==> src/rtl/unit_hazard_forward.sv <==
// EX-stage forwarding select for N_FWD sources plus a load-use stall controller.
// Optional statistics counters are built only when HAZARD_STATS_EN is defined.
module unit_hazard_forward #(
  parameter int BITS_REGS          = 5,
  parameter int BITS_CORTOCIRCUITO = 3,
  parameter int N_FWD              = 2,
  parameter int LOAD_STALL_CYCLES  = 1,
  parameter int BITS_CNT           = 16
) (
  input  logic                          i_clk,
  input  logic                          i_reset,
  input  logic                          i_enable,
  input  logic [BITS_REGS-1:0]          i_IDEX_rs,
  input  logic [BITS_REGS-1:0]          i_IDEX_rt,
  input  logic [N_FWD-1:0]              i_fwd_write,
  input  logic [N_FWD*BITS_REGS-1:0]    i_fwd_rdrt,
  input  logic                          i_IDEX_mem_read,
  input  logic [BITS_REGS-1:0]          i_IDEX_rdrt,
  input  logic [BITS_REGS-1:0]          i_IFID_rs,
  input  logic [BITS_REGS-1:0]          i_IFID_rt,
  output logic [BITS_CORTOCIRCUITO-1:0] o_mux_A,
  output logic [BITS_CORTOCIRCUITO-1:0] o_mux_B,
  output logic                          o_stall,
  output logic                          o_flush_IDEX,
  output logic [BITS_CNT-1:0]           o_stall_count,
  output logic [BITS_CNT-1:0]           o_fwd_count
);

  typedef enum logic {IDLE, STALL} state_t;

  state_t         state;
  logic [2:0]     rem;
  logic           hazard;
  logic           hit_a;
  logic           hit_b;
  logic [BITS_REGS-1:0] src_rd [N_FWD];

  always_comb begin
    for (int unsigned k = 0; k < N_FWD; k++) begin
      src_rd[k] = i_fwd_rdrt[k*BITS_REGS +: BITS_REGS];
    end
  end

  // Ascending scan with a hit flag so the youngest matching source wins.
  always_comb begin
    o_mux_A = '0;
    o_mux_B = '0;
    hit_a   = 1'b0;
    hit_b   = 1'b0;
    for (int unsigned k = 0; k < N_FWD; k++) begin
      if (!hit_a && i_fwd_write[k] && (src_rd[k] != '0) && (src_rd[k] == i_IDEX_rs)) begin
        o_mux_A = BITS_CORTOCIRCUITO'(k + 1);
        hit_a   = 1'b1;
      end
      if (!hit_b && i_fwd_write[k] && (src_rd[k] != '0) && (src_rd[k] == i_IDEX_rt)) begin
        o_mux_B = BITS_CORTOCIRCUITO'(k + 1);
        hit_b   = 1'b1;
      end
    end
  end

  assign hazard = i_IDEX_mem_read && (i_IDEX_rdrt != '0) &&
                  ((i_IDEX_rdrt == i_IFID_rs) || (i_IDEX_rdrt == i_IFID_rt));

  assign o_stall      = (state == STALL) || hazard;
  assign o_flush_IDEX = o_stall;

  // The detection cycle is the first stall cycle; STALL covers the remainder.
  always_ff @(posedge i_clk) begin
    if (!i_reset) begin
      state <= IDLE;
      rem   <= '0;
    end else if (i_enable) begin
      case (state)
        IDLE: begin
          if (hazard && (LOAD_STALL_CYCLES > 1)) begin
            state <= STALL;
            rem   <= 3'(LOAD_STALL_CYCLES - 1);
          end
        end
        STALL: begin
          rem <= rem - 3'd1;
          if (rem == 3'd1) begin
            state <= IDLE;
          end
        end
        default: begin
          state <= IDLE;
          rem   <= '0;
        end
      endcase
    end
  end

`ifdef HAZARD_STATS_EN
  logic [BITS_CNT-1:0] stall_cnt;
  logic [BITS_CNT-1:0] fwd_cnt;

  always_ff @(posedge i_clk) begin
    if (!i_reset) begin
      stall_cnt <= '0;
      fwd_cnt   <= '0;
    end else if (i_enable) begin
      if (o_stall && (stall_cnt != '1)) begin
        stall_cnt <= stall_cnt + BITS_CNT'(1);
      end
      if (((o_mux_A != '0) || (o_mux_B != '0)) && (fwd_cnt != '1)) begin
        fwd_cnt <= fwd_cnt + BITS_CNT'(1);
      end
    end
  end

  assign o_stall_count = stall_cnt;
  assign o_fwd_count   = fwd_cnt;
`else
  assign o_stall_count = '0;
  assign o_fwd_count   = '0;
`endif

endmodule
==> config.mk <==
export PLATFORM = sky130hd
export DESIGN_NAME = unit_hazard_forward
export DESIGN_NICKNAME = d
export VERILOG_FILES = /design/src/rtl/unit_hazard_forward.sv
export SDC_FILE = /design/constraint.sdc
export NUM_CORES = 1
export LEC_CHECK = 0
export BUFFER_PORTS_ARGS = -buffer_cell sky130_fd_sc_hd__buf_2
export CORE_ASPECT_RATIO = 0.8
export CORE_MARGIN = 1
export CORE_UTILIZATION = 33
export DETAILED_ROUTE_END_ITERATION = 10
export GPL_ROUTABILITY_DRIVEN = 0
export HOLD_SLACK_MARGIN = 0.05
export MAX_ROUTING_LAYER = met4
export PLACE_DENSITY = 0.77
export SYNTH_ARGS = -nofsm -noshare
export SYNTH_HDL_FRONTEND = slang
export SYNTH_SLANG_ARGS = --single-unit
==> constraint.sdc <==
create_clock -name i_clk -period 1.4 [get_ports i_clk]
set_clock_uncertainty 0.2 [all_clocks]
set_input_delay 0.21 -clock i_clk [delete_from_list [all_inputs] [get_ports i_clk]]
set_output_delay 0.21 -clock i_clk [all_outputs]
set_load 0.01 [all_outputs]
==> summary.txt <==
Power
  • Leakage Power: 0.646 nW
  • PD cells: roughly 450 nW/um^2
  • Worst vdd ir: 158 uV
  • Total power: ~0.60 mW

Clock network
  • Reg clk slew, reported paths: around 40 ps
  • Htree depth: 1
  • CTS tree: built
  • Root Driver: clkbuf_4
  • CTS Buffer Depth: 2
  • Clock sink count: 4
  • TritonCTS buffer count: 3
  • Clk_lat worst skew: 240 ps

Placed design
  • Final HPWL DP: ~1500 um
  • Setup Slack @ Placement: -472 ps
  • Cell Area, Placed: ~1100 um^2
  • Port bufs: between 40 and 50
  • Dpl cells: around 200

STA
  • Final Hold Fails: 0
  • Hold slack: around 300 ps
  • Max Slew Vio Count: 0
  • RSZ-0062 raised after global routing: true
  • Period utilization: 131%
  • Setup TNS: -1500 ps
  • Post-route worst setup slack: -429 ps
  • # setup viols final: 6
  • Fmax: approximately 0.55 GHz
  • Fin crit period: approximately 1800 ps

Critical path
  • Register-to-register setup slack: 190 ps
  • Reg2reg start: rem[0]$_SDFFE_PN0P_
  • Critical Path AT: between 1000 and 1500 ps
  • CP Data Required Time: 990 ps
  • Cells on worst reg2reg path: 3
  • Crit. End Element: primary output
  • Critical Path Fanout Max: 3
  • CP startpoint kind: input pin
  • Reg-to-Reg End: rem[1]$_SDFFE_PN0P_
  • CP Launch Point: i_fwd_rdrt[5]
  • CP endpoint: o_mux_B[1]
  • Crit Path Category: in2out

Detailed routing
  • Via density: slightly above 4
  • Initial DRC count: 27
  • Vias: 831
  • Final antenna-violating net count: 0
  • DRC: 0
  • Final wirelength: about 2100 um
  • TritonRoute pass-1 iters: 4
  • Routed WL per cell: 10.5 um

Yosys
  • Seq/Total Area, Yosys: approximately a tenth
  • Most frequent cell after synthesis: buf_4
  • Main synth FF type: dfxtp_1
  • Synth top cells by count: buf_4, xnor2_1, xor2_1
  • Flops & latches, synth: 4
  • Mean area per synthesized cell: 7.88 um^2
  • Area leader, netlist: buf_4
  • Post-synth top area share: ~31%
  • Most area-consuming cells after synthesis: buf_4, xnor2_1, xor2_1
  • Yosys cell types: 21
  • YS warnings: 0
  • Synth Cell Area: 843 um^2
  • Syn Inst Count: roughly 110
  • Async S/R FF share, synth: 0%
  • Post-synth EDFFs: 0

Global route
  • Tot GR Track Use: between 10% and 20%
  • Initial antenna violation count: 0
  • Pin count of the biggest net entering global routing: 7
  • Global-route wire length before repair: ~3000 um
  • Number of global-route vias before repair: roughly 800
  • Total gr overflow: 0

Floorplanning
  • Ports: 81
  • CORE AREA: about 2300 um^2
  • Die Area: around 2800 um^2
  • FP Rows: 15
  • Initial core utilization: 36.8%
  • Die Ht: between 40 and 50 um
  • Die width: 58.5 um

Finish
  • Diodes inserted: 0
  • Cell Count, Final, Fillers Out: 202
  • Final Cell Area: 1330 um^2
  • # fillers: around 210
  • Area grow syn2layout: 57.6%
  • Ratio of cells with drive above 1 in the final layout: 46.4%
  • Final Util: between 50% and 60%
  • Fin nets: between 200 and 250

Status
  • Outcome: finished with violations
  • Violated checks: setup timing

Flow run
  • Total of max-cap violations: 0

Min path
  • Min-Delay Path Class: reg2reg
==> critical path, cell delays in order <==
cell and delay [ps]:
buf_2 120, xor2_1 170, or4_4 490, nor4_4 260
buf_2 160
==> power breakdown <==
group	leakage, nW	switching [mW]	internal (mW)
combinational	0.600	0.164	0.172
sequential	0.0322	0.0000000000000000579	0.115
clock	0.0138	0.0554	0.0964
==> kinds of logic (layout without fill, tap and decap cells) <==
group                      count (synthesis)  in the layout  synth area share (%)
buffers and inverters                     39             67                  32.9
xor gates and xnor gates                  32             32                  33.2
and+or+nand+nor                           22             22                  15.1
AOI/OAI and AO/OA                          7              7                  5.79
DFF                                        4              4                  9.50
adders and majority gates                  2              2                  2.97
other                                      1             34                 0.445
==> layer usage <==
| layer | global-route usage, % | share of wire (%) | vias up |
|---|---|---|---|
| li1 | - | - | 407 |
| met2 | 33.3 | 54 | 61 |
| met5 | - | 0 | - |
| met1 | 14.0 | 36 | 361 |
| met3 | 3.86 | 9.7 | 2 |
| met4 | 4.29 | 0.66 | 0 |
==> registers in the layout (all words and copies together) (netlist names) <==
signal and count:
rem 3, state 1
==> layout make-up <==
type	instances	area, um^2	area share, %
well taps	34	42.5	3.20
flip-flops and latches	4	80.1	6.03
clock buffers	3	22.5	1.69
repair buffers	60	444	33.4
inverters	4	15.0	1.13
multi-input cells	97	724	54.5
==> worst min path at each step <==
stage,startpoint,to,slack (ps),depth (start not counted)
2_1_floorplan,i_enable,state$_SDFFE_PN0P_,110,1
3_3_place_gp,i_reset,state$_SDFFE_PN0P_,250,3
3_5_place_dp,i_reset,state$_SDFFE_PN0P_,260,3
4_1_cts,rem[2]$_SDFFE_PN0P_,state$_SDFFE_PN0P_,300,2
5_1_grt,rem[2]$_SDFFE_PN0P_,state$_SDFFE_PN0P_,320,2
6_report,rem[2]$_SDFFE_PN0P_,state$_SDFFE_PN0P_,300,2
==> cells in the final DEF, fill, tap and decap left out <==
| cell type | n |
|---|---|
| dlygate4sd3_1 | 2 |
| a21oi_1 | 1 |
| nor4_4 | 3 |
| a311oi_1 | 1 |
| buf_4 | 12 |
| o21ai_1 | 1 |
| nor2_1 | 3 |
| nor3_2 | 1 |
| xnor2_1 | 11 |
| or4_1 | 1 |
| buf_8 | 1 |
| ha_1 | 2 |
| nand3_1 | 5 |
| xnor2_2 | 7 |
| dfxtp_1 | 4 |
| a31oi_1 | 1 |
| clkbuf_4 | 3 |
| o21ai_4 | 1 |
| nor4_2 | 1 |
| o22ai_1 | 1 |
| inv_1 | 4 |
| xor2_1 | 14 |
| buf_6 | 15 |
| conb_1 | 34 |
| a31o_2 | 1 |
| buf_2 | 30 |
| nand2_1 | 5 |
| or4_4 | 3 |
==> what timing repair did <==
item | in CTS | in global routing
buffers inserted | 0 | 1
endpoints found under the setup margin | 6 | 6
hold buffers | 2 | 0
gates resized for setup | 33 | 3
pin swaps | 17 | 1
cloned | 0 | 0
hold endpoints to repair | 4 | 0
No activity file was read; power rests on OpenSTA's default activity.
